### src/rtl/unit_pkt_pkg.sv
// unit_pkt_pkg: shared encodings for the packet receive unit.
// Build option: UNIT_PKT_RX_CHECK_EN enables protocol checking and the ERR state.
package unit_pkt_pkg;

`ifdef UNIT_PKT_RX_CHECK_EN
  typedef enum logic [2:0] {
    ST_IDLE = 3'd0,
    ST_BODY = 3'd1,
    ST_KEY  = 3'd2,
    ST_FULL = 3'd3,
    ST_ERR  = 3'd4
  } state_e;
`else
  typedef enum logic [2:0] {
    ST_IDLE = 3'd0,
    ST_BODY = 3'd1,
    ST_KEY  = 3'd2,
    ST_FULL = 3'd3
  } state_e;
`endif

  // Word offsets inside unit memory.
  localparam int OFF_CNT      = 0;
  localparam int OFF_SALT_LEN = 1;
  localparam int OFF_SALT     = 2;
  localparam int OFF_IDS      = 6;
  localparam int OFF_KEYLEN   = 8;
  localparam int OFF_KEY      = 10;

  // Header codes carried on ctrl=1 bytes while idle.
  localparam logic [7:0] HDR_DATA      = 8'h00;
  localparam logic [2:0] HDR_INIT      = 3'b001;
  // Bit 1 of an init byte is a don't-care; senders use it (e.g. 0x2B).
  localparam logic [2:0] HDR_INIT_MASK = 3'b101;

  function automatic logic is_init_hdr(input logic [7:0] b);
    return (b[2:0] & HDR_INIT_MASK) == HDR_INIT;
  endfunction

  // Key bytes on the wire: key_len rounded up to a whole word.
  function automatic logic [8:0] key_bytes_padded(input logic [7:0] key_len);
    return ({1'b0, key_len} + 9'd3) & ~9'd3;
  endfunction

endpackage

### src/rtl/unit_pkt_fifo.sv
// unit_pkt_fifo: 9-bit synchronous FIFO ({ctrl, byte}) with free-entry count.
// A push while full is dropped; push and pop in one cycle keep occupancy.
module unit_pkt_fifo #(
  parameter  int DEPTH = 16,
  localparam int PW    = $clog2(DEPTH),
  localparam int CW    = PW + 1
) (
  input  logic          clk,
  input  logic          rst_n,
  input  logic          push,
  input  logic [8:0]    push_data,
  input  logic          pop,
  output logic [8:0]    pop_data,
  output logic          empty,
  output logic [CW-1:0] free_cnt
);

  logic [8:0]    mem_q [DEPTH];
  logic [CW-1:0] wr_ptr_q, wr_ptr_d;
  logic [CW-1:0] rd_ptr_q, rd_ptr_d;
  logic [CW-1:0] used;
  logic          full;
  logic          do_push;
  logic          do_pop;

  // Occupancy, flags and pointer advance.
  always_comb begin
    used     = wr_ptr_q - rd_ptr_q;
    empty    = (used == '0);
    full     = (used == CW'(DEPTH));
    free_cnt = CW'(DEPTH) - used;
    do_push  = push && !full;
    do_pop   = pop && !empty;
    wr_ptr_d = do_push ? wr_ptr_q + CW'(1) : wr_ptr_q;
    rd_ptr_d = do_pop  ? rd_ptr_q + CW'(1) : rd_ptr_q;
    pop_data = mem_q[rd_ptr_q[PW-1:0]];
  end

  // Storage array; contents need no reset.
  always_ff @(posedge clk) begin
    if (do_push) mem_q[wr_ptr_q[PW-1:0]] <= push_data;
  end

  // Pointer registers.
  always_ff @(posedge clk or negedge rst_n) begin
    if (!rst_n) begin
      wr_ptr_q <= '0;
      rd_ptr_q <= '0;
    end else begin
      wr_ptr_q <= wr_ptr_d;
      rd_ptr_q <= rd_ptr_d;
    end
  end

endmodule

### src/rtl/unit_pkt_rx.sv
// unit_pkt_rx: buffers broadcast bytes, parses init/data packets and writes
// data packets word by word into unit memory.
// Build option: UNIT_PKT_RX_CHECK_EN enables protocol checks, sticky err and ERR.
// Handshake: a byte is taken on every cycle wr_en=1 (no back-pressure other
// than afull, which the sender honours two cycles late); pkt_valid holds until
// pkt_consumed is seen in FULL.
module unit_pkt_rx
  import unit_pkt_pkg::*;
#(
  parameter  int WORD_MAX_LEN = 64,
  parameter  int FIFO_DEPTH   = 16,
  parameter  int AFULL_MARGIN = 4,
  localparam int AW           = $clog2(10 + WORD_MAX_LEN / 4),
  localparam int CW           = $clog2(FIFO_DEPTH) + 1
) (
  input  logic          CLK,
  input  logic          RST_N,
  input  logic [7:0]    in,
  input  logic          in_ctrl,
  input  logic          wr_en,
  output logic          afull,
  output logic          ready,
  output logic          mem_wr_en,
  output logic [AW-1:0] mem_addr,
  output logic [31:0]   mem_dout,
  output logic          pkt_valid,
  input  logic          pkt_consumed,
  output logic          init_valid,
  output logic [4:0]    init_data,
  output logic          err,
  output state_e        dbg_state
);

  logic [8:0]    fifo_rd;
  logic          fifo_empty;
  logic [CW-1:0] fifo_free;
  logic          fifo_pop;

  state_e        state_q, state_d;
  logic [AW-1:0] word_idx_q, word_idx_d;
  logic [1:0]    byte_idx_q, byte_idx_d;
  logic [23:0]   buf_q, buf_d;
  logic          mem_wr_en_q, mem_wr_en_d;
  logic [AW-1:0] mem_addr_q, mem_addr_d;
  logic [31:0]   mem_dout_q, mem_dout_d;
  logic          init_valid_q, init_valid_d;
  logic [4:0]    init_data_q, init_data_d;
  logic          ready_q, ready_d;
  logic          err_q, err_d;

  logic [7:0]    pop_byte;
  logic          pop_ctrl;
  logic [31:0]   asm_word;
  logic          take_byte;
  logic          close_pkt;

`ifdef UNIT_PKT_RX_CHECK_EN
  logic [7:0]    key_len_q, key_len_d;
  logic [8:0]    key_cnt_q, key_cnt_d, key_cnt_n;
  logic          overflow;
`endif

  unit_pkt_fifo #(.DEPTH(FIFO_DEPTH)) u_fifo (
    .clk       (CLK),
    .rst_n     (RST_N),
    .push      (wr_en),
    .push_data ({in_ctrl, in}),
    .pop       (fifo_pop),
    .pop_data  (fifo_rd),
    .empty     (fifo_empty),
    .free_cnt  (fifo_free)
  );

  // Parser FSM: next state, word assembly and registered output values.
  always_comb begin
    state_d      = state_q;
    word_idx_d   = word_idx_q;
    byte_idx_d   = byte_idx_q;
    buf_d        = buf_q;
    mem_wr_en_d  = 1'b0;
    mem_addr_d   = mem_addr_q;
    mem_dout_d   = mem_dout_q;
    init_valid_d = 1'b0;
    init_data_d  = init_data_q;
    err_d        = err_q;
    fifo_pop     = 1'b0;
    take_byte    = 1'b0;
    close_pkt    = 1'b0;
    pop_ctrl     = fifo_rd[8];
    pop_byte     = fifo_rd[7:0];
    // Bytes above the current position are zero so a short final word is clean.
    asm_word     = (byte_idx_q == 2'd0) ? 32'h0 : {8'h00, buf_q};
    asm_word[{byte_idx_q, 3'b000} +: 8] = pop_byte;
`ifdef UNIT_PKT_RX_CHECK_EN
    key_len_d    = key_len_q;
    key_cnt_d    = key_cnt_q;
    key_cnt_n    = key_cnt_q + 9'd1;
    overflow     = wr_en && (fifo_free == '0);
`endif

    case (state_q)
      ST_IDLE: begin
        if (!fifo_empty) begin
          fifo_pop = 1'b1;
          if (pop_ctrl && pop_byte == HDR_DATA) begin
            state_d    = ST_BODY;
            word_idx_d = '0;
            byte_idx_d = 2'd0;
`ifdef UNIT_PKT_RX_CHECK_EN
            key_cnt_d  = '0;
`endif
          end else if (pop_ctrl && is_init_hdr(pop_byte)) begin
            init_valid_d = 1'b1;
            init_data_d  = pop_byte[7:3];
          end else begin
`ifdef UNIT_PKT_RX_CHECK_EN
            err_d = 1'b1;
`endif
          end
        end
      end

      ST_BODY: begin
        if (!fifo_empty) begin
          fifo_pop = 1'b1;
          if (pop_ctrl) begin
`ifdef UNIT_PKT_RX_CHECK_EN
            err_d = 1'b1;
`else
            take_byte = 1'b1;
            close_pkt = 1'b1;
            state_d   = ST_FULL;
`endif
          end else begin
            take_byte = 1'b1;
`ifdef UNIT_PKT_RX_CHECK_EN
            if (word_idx_q == AW'(OFF_KEYLEN) && byte_idx_q == 2'd0) begin
              key_len_d = pop_byte;
              if (pop_byte == 8'd0 || {24'h0, pop_byte} > 32'(WORD_MAX_LEN)) err_d = 1'b1;
            end
`endif
            if (byte_idx_q == 2'd3 && word_idx_q == AW'(OFF_KEY - 1)) state_d = ST_KEY;
          end
        end
      end

      ST_KEY: begin
        if (!fifo_empty) begin
          fifo_pop = 1'b1;
`ifdef UNIT_PKT_RX_CHECK_EN
          key_cnt_d = key_cnt_n;
          // ctrl must land exactly on the last padded key byte: earlier is a
          // short packet, a plain byte there means the count would be exceeded.
          if (pop_ctrl != (key_cnt_n == key_bytes_padded(key_len_q))) begin
            err_d = 1'b1;
          end else begin
            take_byte = 1'b1;
            if (pop_ctrl) begin
              close_pkt = 1'b1;
              state_d   = ST_FULL;
            end
          end
`else
          take_byte = 1'b1;
          if (pop_ctrl) begin
            close_pkt = 1'b1;
            state_d   = ST_FULL;
          end
`endif
        end
      end

      ST_FULL: begin
        if (pkt_consumed) state_d = ST_IDLE;
      end

`ifdef UNIT_PKT_RX_CHECK_EN
      ST_ERR: begin
        fifo_pop = !fifo_empty;
      end
`endif

      default: state_d = ST_IDLE;
    endcase

    if (take_byte) begin
      byte_idx_d = byte_idx_q + 2'd1;
      buf_d      = asm_word[23:0];
      if (byte_idx_q == 2'd3 || close_pkt) begin
        mem_wr_en_d = 1'b1;
        mem_addr_d  = word_idx_q;
        mem_dout_d  = asm_word;
        word_idx_d  = word_idx_q + AW'(1);
      end
    end

`ifdef UNIT_PKT_RX_CHECK_EN
    if (overflow) err_d = 1'b1;
    if (err_d) state_d = ST_ERR;
`endif

    ready_d = (state_q == ST_IDLE) && fifo_empty;
  end

  // State and output registers.
  always_ff @(posedge CLK or negedge RST_N) begin
    if (!RST_N) begin
      state_q      <= ST_IDLE;
      word_idx_q   <= '0;
      byte_idx_q   <= 2'd0;
      buf_q        <= '0;
      mem_wr_en_q  <= 1'b0;
      mem_addr_q   <= '0;
      mem_dout_q   <= '0;
      init_valid_q <= 1'b0;
      init_data_q  <= '0;
      ready_q      <= 1'b0;
      err_q        <= 1'b0;
`ifdef UNIT_PKT_RX_CHECK_EN
      key_len_q    <= '0;
      key_cnt_q    <= '0;
`endif
    end else begin
      state_q      <= state_d;
      word_idx_q   <= word_idx_d;
      byte_idx_q   <= byte_idx_d;
      buf_q        <= buf_d;
      mem_wr_en_q  <= mem_wr_en_d;
      mem_addr_q   <= mem_addr_d;
      mem_dout_q   <= mem_dout_d;
      init_valid_q <= init_valid_d;
      init_data_q  <= init_data_d;
      ready_q      <= ready_d;
      err_q        <= err_d;
`ifdef UNIT_PKT_RX_CHECK_EN
      key_len_q    <= key_len_d;
      key_cnt_q    <= key_cnt_d;
`endif
    end
  end

  assign afull      = fifo_free <= CW'(AFULL_MARGIN);
  assign ready      = ready_q;
  assign mem_wr_en  = mem_wr_en_q;
  assign mem_addr   = mem_addr_q;
  assign mem_dout   = mem_dout_q;
  assign pkt_valid  = (state_q == ST_FULL);
  assign init_valid = init_valid_q;
  assign init_data  = init_data_q;
  assign err        = err_q;
  assign dbg_state  = state_q;

endmodule

### config.mk
export PLATFORM = sky130hd
export DESIGN_NAME = unit_pkt_rx
export DESIGN_NICKNAME = d
export VERILOG_FILES = /design/src/rtl/unit_pkt_pkg.sv /design/src/rtl/unit_pkt_fifo.sv /design/src/rtl/unit_pkt_rx.sv
export SDC_FILE = /design/constraint.sdc
export NUM_CORES = 1
export LEC_CHECK = 0
export ABC_CLOCK_PERIOD_IN_PS = 3700
export BUFFER_PORTS_ARGS = -buffer_cell sky130_fd_sc_hd__buf_2
export CORE_MARGIN = 5
export CORE_UTILIZATION = 30
export DETAILED_ROUTE_END_ITERATION = 10
export PLACE_DENSITY_LB_ADDON = 0.2
export SYNTH_ARGS = -nofsm -noshare
export SYNTH_HDL_FRONTEND = slang
export SYNTH_SLANG_ARGS = --single-unit
### constraint.sdc
create_clock -name CLK -period 3.7 [get_ports CLK]
set_input_delay 0.185 -clock CLK [delete_from_list [all_inputs] [get_ports CLK]]
set_output_delay 0.185 -clock CLK [all_outputs]
set_load 0.005 [all_outputs]
### Word level (Yosys, flattened, before mapping)

Memories as Yosys holds them, arrays and structs flattened.
Cells that the tools add are included.

| operators by class | value |
|---|---|
| bitwise gates (word level) | 2 |
| order comparisons | 1 |
| muxes and demuxes | 34 |
| reduce and logical (&&, ||, !) cells | 21 |
| shift operators | 2 |
| equal/unequal tests | 15 |
| $add $sub $neg | 7 |

Operators by type and width:

| cell | count |
|---|---|
| $bwmux W32 | 1 |
| $shift A8 B7 Y32 const A | 1 |
| $shiftx A8 B7 Y32 | 1 |
| $mux W5 | 5 |
| $mux W24 | 1 |
| $mux W3 | 8 |
| $add A5 B1 Y5 const B | 3 |
| $mux W1 | 14 |
| $pmux W3 S4 | 1 |
| $ne A2 B2 Y1 const B | 5 |
| $logic_not A8 Y1 | 1 |
| $mux W2 | 4 |
| $neg A5 Y7 | 1 |
| $reduce_and A7 Y1 | 1 |
| $eq A3 B2 Y1 const B | 2 |
| $logic_and A1 B1 Y1 | 6 |
| $eq A5 B4 Y1 const B | 1 |
| $eq A5 B5 Y1 const B | 1 |
| $le A5 B3 Y1 const B | 1 |
| $logic_not A5 Y1 | 1 |
| $sub A5 B5 Y5 | 1 |
| $sub A5 B5 Y5 const A | 1 |
| $ne A2 B1 Y1 const B | 2 |
| $reduce_and A4 Y1 | 1 |
| 15 further kinds | 18 |

| storage, ports and cells | value |
|---|---|
| register bits after elaboration | 89 |
| memories kept | 1 |
| RAM bits | 144 |
| input port bits | 13 |
| output and inout bits | 51 |
| logic and storage cells | 95 |

Memory list:

| memory | depth | width | read ports | clocked after Yosys merged registers in | write ports | RTL line | text |
|---|---|---|---|---|---|---|---|
| u_fifo.mem_q | 16 | 9 | 1 | 0 | 1 | unit_pkt_fifo.sv:18 | `logic [8:0] mem_q [DEPTH];` |

### Longest topological paths before layout

Gate-level depths: netlist of run 1.
An unclocked memory read counts as a cell.

| logic depth | value |
|---|---|
| depth in word-level cells | 8 |
| gate-level depth with buffers | 16 |
| depth with buffers taken out | 16 |

### Modules after synthesis

Synthesis of run 1 repeated with hierarchy kept, for this count alone.

| unflattened totals | value |
|---|---|
| cell total of the unflattened synthesis | 611 |
| area, all modules | 9738.1 µm² |

By module, submodules not included:

| module | cells an instance | sequential area each (µm²) | area an instance (µm²) | times used |
|---|---|---|---|---|
| unit_pkt_fifo | 310 | 4574.4 | 6251.0 | 1 |
| unit_pkt_rx | 301 | 1951.9 | 3487.1 | 1 |

### Worst setup path before layout of run 1

No wires, ideal clock.

| timing path | value |
|---|---|
| path kind | flip-flop to flip-flop |
| from | register u_fifo.rd_ptr_q[1] |
| to | memory u_fifo.mem_q[3][0], enable pin |
| arrival | 3110 ps |
| setup slack | 253 ps |
| data required time | 3363 ps |
| path buffers | 3 |
| cell stages (with the launch flop) | 13 |
| clock period less this slack | 3447 ps |
| library setup time | 337 ps |
| cell sequence | dfrtp_1 clkbuf_1 buf_2 inv_1 ha_1 nor2b_1 o21ai_0 a21boi_0 o21ai_1 o21a_1 clkbuf_1 nor3b_1 and2_1 |

| on the way | value |
|---|---|
| word-level cells in the longest chain between the ends | 6 |

Ends and longest elaborated chain:

| element | RTL line | text |
|---|---|---|
| from (decl) | unit_pkt_fifo.sv:20 | `logic [CW-1:0] rd_ptr_q, rd_ptr_d;` |
| from (signal assigned) | unit_pkt_fifo.sv:51 | `rd_ptr_q <= rd_ptr_d;` |
| $sub A5 B5 Y5 | unit_pkt_fifo.sv:28 | `used = wr_ptr_q - rd_ptr_q;` |
| $eq A5 B5 Y1 | unit_pkt_fifo.sv:30 | `full = (used == CW'(DEPTH));` |
| $logic_not A1 Y1 | unit_pkt_fifo.sv:32 | `do_push = push && !full;` |
| $logic_and A1 B1 Y1 | unit_pkt_fifo.sv:32 |  |
| $mux W1 | unit_pkt_fifo.sv:41 | `if (do_push) mem_q[wr_ptr_q[PW-1:0]] <= push_data;` |
| $mux W1 (not written as such) | unit_pkt_fifo.sv:41 |  |
| to (decl) | unit_pkt_fifo.sv:18 |  |

No other way between the ends.

### Final worst setup path of run 1

| timing path | value |
|---|---|
| from | register u_fifo.wr_ptr_q[0] |
| to | memory u_fifo.mem_q[1][8], enable pin |

| on the way | value |
|---|---|
| word-level cells in the longest chain between the ends | 6 |

Ends and longest elaborated chain:

| element | RTL line | text |
|---|---|---|
| from (decl) | unit_pkt_fifo.sv:19 | `logic [CW-1:0] wr_ptr_q, wr_ptr_d;` |
| from (signal assigned) | unit_pkt_fifo.sv:50 | `wr_ptr_q <= wr_ptr_d;` |
| $sub A5 B5 Y5 | unit_pkt_fifo.sv:28 |  |
| $eq A5 B5 Y1 | unit_pkt_fifo.sv:30 |  |
| $logic_not A1 Y1 | unit_pkt_fifo.sv:32 |  |
| $logic_and A1 B1 Y1 | unit_pkt_fifo.sv:32 |  |
| $mux W1 | unit_pkt_fifo.sv:41 |  |
| $mux W1 (not written as such) | unit_pkt_fifo.sv:41 |  |

Parallel ways exist; a longest one is shown, timed or not.

==> results.sh, run 1 <==
export IMPL_via_count=5579
export IMPL_swShare_pct=38.1
export IMPL_setup_slack_ns=0.400
export IMPL_hold_viol=0
export IMPL_grt_antenna_before_repair=0
export IMPL_top_layer="met4"
export IMPL_cts_tree="yes"
export IMPL_die_y_um=190
export IMPL_clock_sinks=232
export IMPL_antenna_left=0
export IMPL_outcome="completed"
export IMPL_fin_area_sq_um=11300
export IMPL_most_common_layout_cells="edfxtp_1, dfrtp_1, nor2_1"
export IMPL_drtIter0Drc=451
export IMPL_grt_max_degree=63
export IMPL_io_buffer_count=61
export IMPL_vias_per_cell=4.99
export IMPL_power_mw=10.9
export IMPL_seqPwrFrac_pct=34.5
export IMPL_crit_arrival_ns=3.46
export IMPL_yosysTopAreaCell="edfxtp_1"
export IMPL_whs_path_depth=1
export IMPL_grt_pass1_wl_mm=34.9
export IMPL_reg2reg_depth=12
export IMPL_fin_crit_ns=3.30
export IMPL_final_nets=735
export IMPL_yosysWarningCount=0
export IMPL_layout_drive_gt1_share_pct=22.9
export IMPL_syn_area_per_cell_sq_um=15.6
export IMPL_ys_ff_latch=232
export IMPL_netlist_top_cells_area="edfxtp_1, dfrtp_1, mux4_2"
export IMPL_synth_area_sq_um=9700
export IMPL_drc=0
export IMPL_clock_latency_ns=0.51
export IMPL_routabilityCongestion=0.787
export IMPL_grt_pass1_vias=5708
export IMPL_rsz0062_at_grt="false"
export IMPL_io_pins=64
export IMPL_worstHoldPathType="in -> reg"
export IMPL_p_per_area_nw_per_um2=963
export IMPL_setup_violations=0
export IMPL_num_rows=65
export IMPL_wl_per_cell_um=20.2
export IMPL_dpl_cell_area_sq_um=10500
export IMPL_n_antenna_cell=0
export IMPL_fin_crit_sh_pct=89.2
export IMPL_max_vdd_ir_drop_v=0.000414
export IMPL_comb_power_share_pct=43.2
export IMPL_async_reset_ff_share_pct=37.9
export IMPL_die_area_sq_um=36000
export IMPL_synth_edff_count=144
export IMPL_cap_viol_max_count=0
export IMPL_slew_violations=0
export IMPL_met1_length_mm=10.5
export IMPL_clk_pin_slew_ns=0.07
export IMPL_max_freq_mhz=303
export IMPL_wirelength_mm=22.6
export IMPL_dp_slack_ns=0.439
export IMPL_finClkSkew_ns=0.0155
export IMPL_grt_usage_pct=12.4
export IMPL_syn_inst=623
export IMPL_crit_type="reg -> reg"
export IMPL_grt_ovfl_total=0
export IMPL_clock_power_share_pct=22.3
export IMPL_dr_pass1_iters=4
export IMPL_crit_fanout=10
export IMPL_p_sw_mw=4.15
export IMPL_end_kind="register"
export IMPL_syn_to_final_growth_pct=16.7
export IMPL_numCtsBuffers=24
export IMPL_wl_met2_mm=10.4
export IMPL_ys_seq_area_share_pct=67.3
export IMPL_tns_ns=0
export IMPL_relSlewSlack_pct=36.9
export IMPL_wl_met3_mm=1.13
export IMPL_p_leak_nw=4.43
export IMPL_fp_dieW_um=190
export IMPL_place_hpwl_mm=15.6
export IMPL_ys_types=61
export IMPL_mostFrequentLayoutCell="edfxtp_1"
export IMPL_worst_slew_pin_slew_ns=0.939
export IMPL_crit_path_start_kind="register"
export IMPL_hold_ws_ns=0.0863
export IMPL_htree_num_levels=1
export IMPL_core_sq_um=31700
export IMPL_ctsRootBufferMaster="clkbuf_16"
export IMPL_ys_flop_type="edfxtp_1"
export IMPL_cp_required_ns=3.86
export IMPL_intPower_mw=6.75
export IMPL_synth_top_area_share_pct=44.6
export IMPL_start_util_pct=30.6
export IMPL_clockBufferDepth=3
[sequential cells by signal, summed over array words and instances, names as in the netlist, 5 cells and up]
signal           count
u_fifo.mem_q       144
buf_q               24
u_fifo.wr_ptr_q      5
mem_dout            32
word_idx_q           5
u_fifo.rd_ptr_q      5
mem_addr             5
init_data            5
[synth_stat cells, drive strengths merged, types with 2 or more instances]
cell	number
edfxtp	144
dfrtp	88
nor2	63
a22o	33
a221oi	31
mux4	31
nand2	28
ha	22
inv	20
clkbuf	17
and2	16
mux2i	14
buf	13
o21ai	13
nand3	10
xnor2	9
mux2	8
a22oi	6
a21oi	4
nand4	4
nor2b	4
nor3b	4
and3	3
nor3	3
o21a	3
xor2	3
a21o	2
a31o	2
and3b	2
clkinv	2
nand2b	2
nor4	2
nor4bb	2
[layer usage]
metal	track usage (%)	vias to the layer above
li1	-	2537
met5	0	-
met2	19.8	172
met3	1.98	32
met4	2.64	0
met1	17.9	2838
[area by class of cell]
| type | instances | area [sq um] |
|---|---|---|
| multi-input cells | 340 | 2930 |
| clock inverters | 7 | 87.6 |
| flip-flops and latches | 232 | 6530 |
| inverters | 22 | 82.6 |
| repair buffers | 79 | 470 |
| clock buffers | 35 | 714 |
| well taps | 402 | 503 |
| fillers | 3030 | 20400 |
[worst paths after layout]
path                                         start                  to  slack [ns]
worst min-delay path                         in[3]  u_fifo.mem_q[1][3]        0.09
worst max register to register  u_fifo.wr_ptr_q[0]  u_fifo.mem_q[1][8]        0.40
worst min register to register         mem_addr[0]         mem_addr[0]        0.47
min in group asynchronous                    RST_N         mem_addr[1]        0.31
max in group asynchronous                    RST_N           buf_q[10]        2.50
worst max-delay path            u_fifo.wr_ptr_q[0]  u_fifo.mem_q[1][8]        0.40
[logic make-up (layout without fill, tap and decap cells)]
| family | count (synthesis) | after routing | share of synthesized area, % |
|---|---|---|---|
| AO/OA/AOI/OAI | 105 | 105 | 8.81 |
| XOR/XNOR | 12 | 12 | 1.08 |
| adder cells (fa/ha/maj) | 23 | 23 | 3.05 |
| buffers and inverters | 52 | 143 | 2.62 |
| flip-flops | 232 | 232 | 67.3 |
| multiplexers | 53 | 53 | 9.58 |
| other | 1 | 2 | 0.0387 |
| AND/OR/NAND/NOR | 145 | 145 | 7.51 |
[critical path: stages (launching register included)]
cell,delay (ns)
dfrtp_1,0.41
inv_1,0.15
ha_1,0.19
inv_1,0.05
fa_1,0.40
nand2_1,0.08
nand2_1,0.05
a21oi_1,0.17
xnor2_1,0.11
inv_1,0.09
o21a_1,0.35
nor3b_1,0.41
and2_1,0.48
[power by group through the flow]
| stage | logic (mW) | registers, mW | clock network [mW] |
|---|---|---|---|
| after floorplan | 3.15 | 3.74 | 0 |
| after global placement | 4.70 | 3.78 | 0 |
| after detailed placement | 4.77 | 3.81 | 0 |
| after CTS | 4.79 | 3.76 | 2.51 |
| after global routing | 5.25 | 3.83 | 2.62 |
| final | 4.71 | 3.76 | 2.43 |
[metrics by stage]
step | cells | utilization, %
finish | 1117 | 35.7
floorplan | 624 | -
global route | 1117 | 35.7
global placement | 1074 | 33.1
detailed placement | 1074 | 33.1
CTS | 1117 | 35.7
[what timing repair did]
action	in CTS	in global routing
resized for setup	0	0
hold endpoints to repair	61	0
hold buffers	1	0
buffers inserted	0	0
(Power assumes the default switching activity.)
==> inputs of run 2 (changes only) <==
ABC_AREA = 1   (was default)
==> results.sh, run 2 <==
export IMPL_outcome="completed"
export IMPL_max_vdd_ir_drop_v=0.000722
export IMPL_grt_ovfl_total=0
export IMPL_fin_crit_ns=3.20
export IMPL_grt_max_degree=66
export IMPL_slowest_delay_ns=0.65
export IMPL_drtIter0Drc=480
export IMPL_cp_required_ns=3.51
export IMPL_crit_fanout=22
export IMPL_max_freq_mhz=312
export IMPL_slowest_stage="dfrtp_2"
export IMPL_antenna_left=0
export IMPL_clock_latency_ns=0.53
export IMPL_rsz0062_at_grt="false"
export IMPL_vias_per_cell=4.44
export IMPL_via_count=7122
export IMPL_numPlacedInstances=1557
export IMPL_die_area_sq_um=38400
export IMPL_crit_type="reg -> out"
export IMPL_final_nets=1167
export IMPL_power_mw=10.6
export IMPL_p_leak_nw=5.30
export IMPL_dpl_cell_area_sq_um=11200
export IMPL_wirelength_mm=25.7
export IMPL_yosysWarningCount=0
export IMPL_grt_antenna_before_repair=0
export IMPL_finalNonFillerCells=1605
export IMPL_ys_types=38
export IMPL_place_hpwl_mm=16.4
export IMPL_syn_inst=1056
export IMPL_setup_violations=0
export IMPL_most_common_layout_cells="nand2_1, edfxtp_1, nor2_1"
export IMPL_synth_top_area_share_pct=41.7
export IMPL_n_antenna_cell=0
export IMPL_largest_reg_flops=144
export IMPL_ys_seq_area_share_pct=63.0
export IMPL_crit_path_start_kind="register"
export IMPL_netlist_top_cells_area="edfxtp_1, dfrtp_1, nand2_1"
export IMPL_tns_ns=0
export IMPL_grt_pass1_wl_mm=41.1
export IMPL_core_sq_um=34300
export IMPL_synth_area_sq_um=10400
export IMPL_io_pins=64
export IMPL_synthTopCellsByCount="nand2_1, edfxtp_1, nor2_1"
export IMPL_fp_dieW_um=196
export IMPL_hold_viol=0
export IMPL_mostFrequentLayoutCell="nand2_1"
export IMPL_ys_ff_latch=232
export IMPL_num_rows=68
export IMPL_ys_flop_type="edfxtp_1"
export IMPL_fin_util_pct=35.2
export IMPL_fin_crit_sh_pct=86.6
export IMPL_clockBufferDepth=3
export IMPL_wl_per_cell_um=16.0
export IMPL_clock_sinks=232
export IMPL_layout_drive_gt1_share_pct=13.4
export IMPL_end_kind="primary output"
export IMPL_grt_pass1_vias=7182
export IMPL_p_per_area_nw_per_um2=880
export IMPL_dr_pass1_iters=5
export IMPL_async_reset_ff_share_pct=37.9
export IMPL_cts_tree="yes"
export IMPL_yosysMostFrequentCell="nand2_1"
export IMPL_synth_edff_count=144
export IMPL_cp_cell_sequence="ha_1, inv_1, fa_1, or2_1, nand2_1, nor2_1, nand2_1, inv_1, ha_1, o21ai_0, a31oi_1, buf_2"
export IMPL_htree_num_levels=1
export IMPL_ctsRootBufferMaster="clkbuf_16"
export IMPL_io_buffer_count=61
export IMPL_worstHoldPathType="in -> reg"
export IMPL_start_util_pct=30.2
export IMPL_cap_viol_max_count=0
export IMPL_relSlewSlack_pct=50.3
export IMPL_finClkSkew_ns=0.0179
export IMPL_slew_violations=0
export IMPL_numCtsBuffers=26
export IMPL_drc=0
export IMPL_syn_area_per_cell_sq_um=9.81
export IMPL_grt_usage_pct=13.3
export IMPL_fin_area_sq_um=12100
export IMPL_clk_pin_slew_ns=0.06
export IMPL_routabilityCongestion=0.771
export IMPL_yosysTopAreaCell="edfxtp_1"
export IMPL_cts_resized=0
export IMPL_worst_slew_pin_slew_ns=0.745
export IMPL_syn_to_final_growth_pct=16.3
export IMPL_crit_arrival_ns=3.02
export IMPL_die_y_um=196
## run 2: cell count changes in the layout (fill, tap and decap cells not counted), moves of 14 or more
cell	delta
nand2_1	+280
o21ai_1	+27
mux4_2	-31
o21ai_0	+44
a221oi_1	-31
inv_1	+89
and2_1	-16
a22o_1	-33
nand3_1	+53
mux2i_1	-14
o22ai_1	+24
nor2_1	+52
## run 2: kinds of logic after synthesis
family,after synthesis,share of synthesized area (%)
simple gates,501,19.5
flops,232,63.0
buf+inv,163,6.97
compound gates,122,6.47
fa+ha+maj,23,2.85
xor+xnor,14,1.18
other cells,1,0.0362
## run 2: worst max-delay path: cells and delay by family, from the launching register on
family                   cells  cell delay, ns
AO/OA/AOI/OAI                2            0.23
adder cells (fa/ha/maj)      3            0.88
buffers and inverters        3            0.26
flip-flops                   1            0.65
AND/OR/NAND/NOR              4            0.48
## run 2: what timing repair did
item / 4_1_cts / 5_1_grt
setup buffers: 0 / 0
endpoints found under the hold margin: 54 / 0
setup endpoints to repair: 0 / 0
hold buffers: 1 / 0
## run 2: worst paths after layout
path / startpoint / end / slack, ns / depth (start not counted)
min in group asynchronous: RST_N / mem_dout[16] / 0.30 / 2
max in group asynchronous: RST_N / u_fifo.rd_ptr_q[0] / 2.57 / 3
worst min-delay path: in_ctrl / u_fifo.mem_q[8][8] / 0.07 / 1
worst max register to register: u_fifo.rd_ptr_q[0] / u_fifo.mem_q[15][7] / 0.60 / 11
worst max-delay path: u_fifo.rd_ptr_q[0] / afull / 0.50 / 12
worst min register to register: mem_dout[25] / mem_dout[25] / 0.47 / 2
## run 2: cell type report
cell class | count | area (sq um)
Fill cell | 3534 | 22200
Sequential cell | 232 | 6530
Multi-Input combinational cell | 662 | 3130
Clock buffer | 37 | 795
Tap cell | 455 | 569
Timing Repair Buffer | 91 | 548
Inverter | 118 | 443
Clock inverter | 10 | 43.8
## run 2: per-stage QoR
step / hold WS (ns) / setup slack (ns)
floorplan: -0.111 / 0.910
global placement: 0.308 / 0.596
detailed placement: 0.301 / 0.558
CTS: 0.0677 / 0.420
global route: 0.0676 / 0.216
finish: 0.0704 / 0.496
## run 2: per-layer routing
layer | up-vias | global-route usage (%) | share of wire, %
met3 | 30 | 2.06 | 4.3
met5 | - | 0 | 0
met2 | 130 | 22.1 | 47
met4 | 0 | 2.38 | 1.4
li1 | 3572 | - | -
met1 | 3390 | 18.8 | 47
## run 2: power by group
group	switching (mW)	internal, mW	total (mW)
clock	1.01	1.48	2.49
combinational	3.11	1.37	4.48
sequential	0.317	3.32	3.63
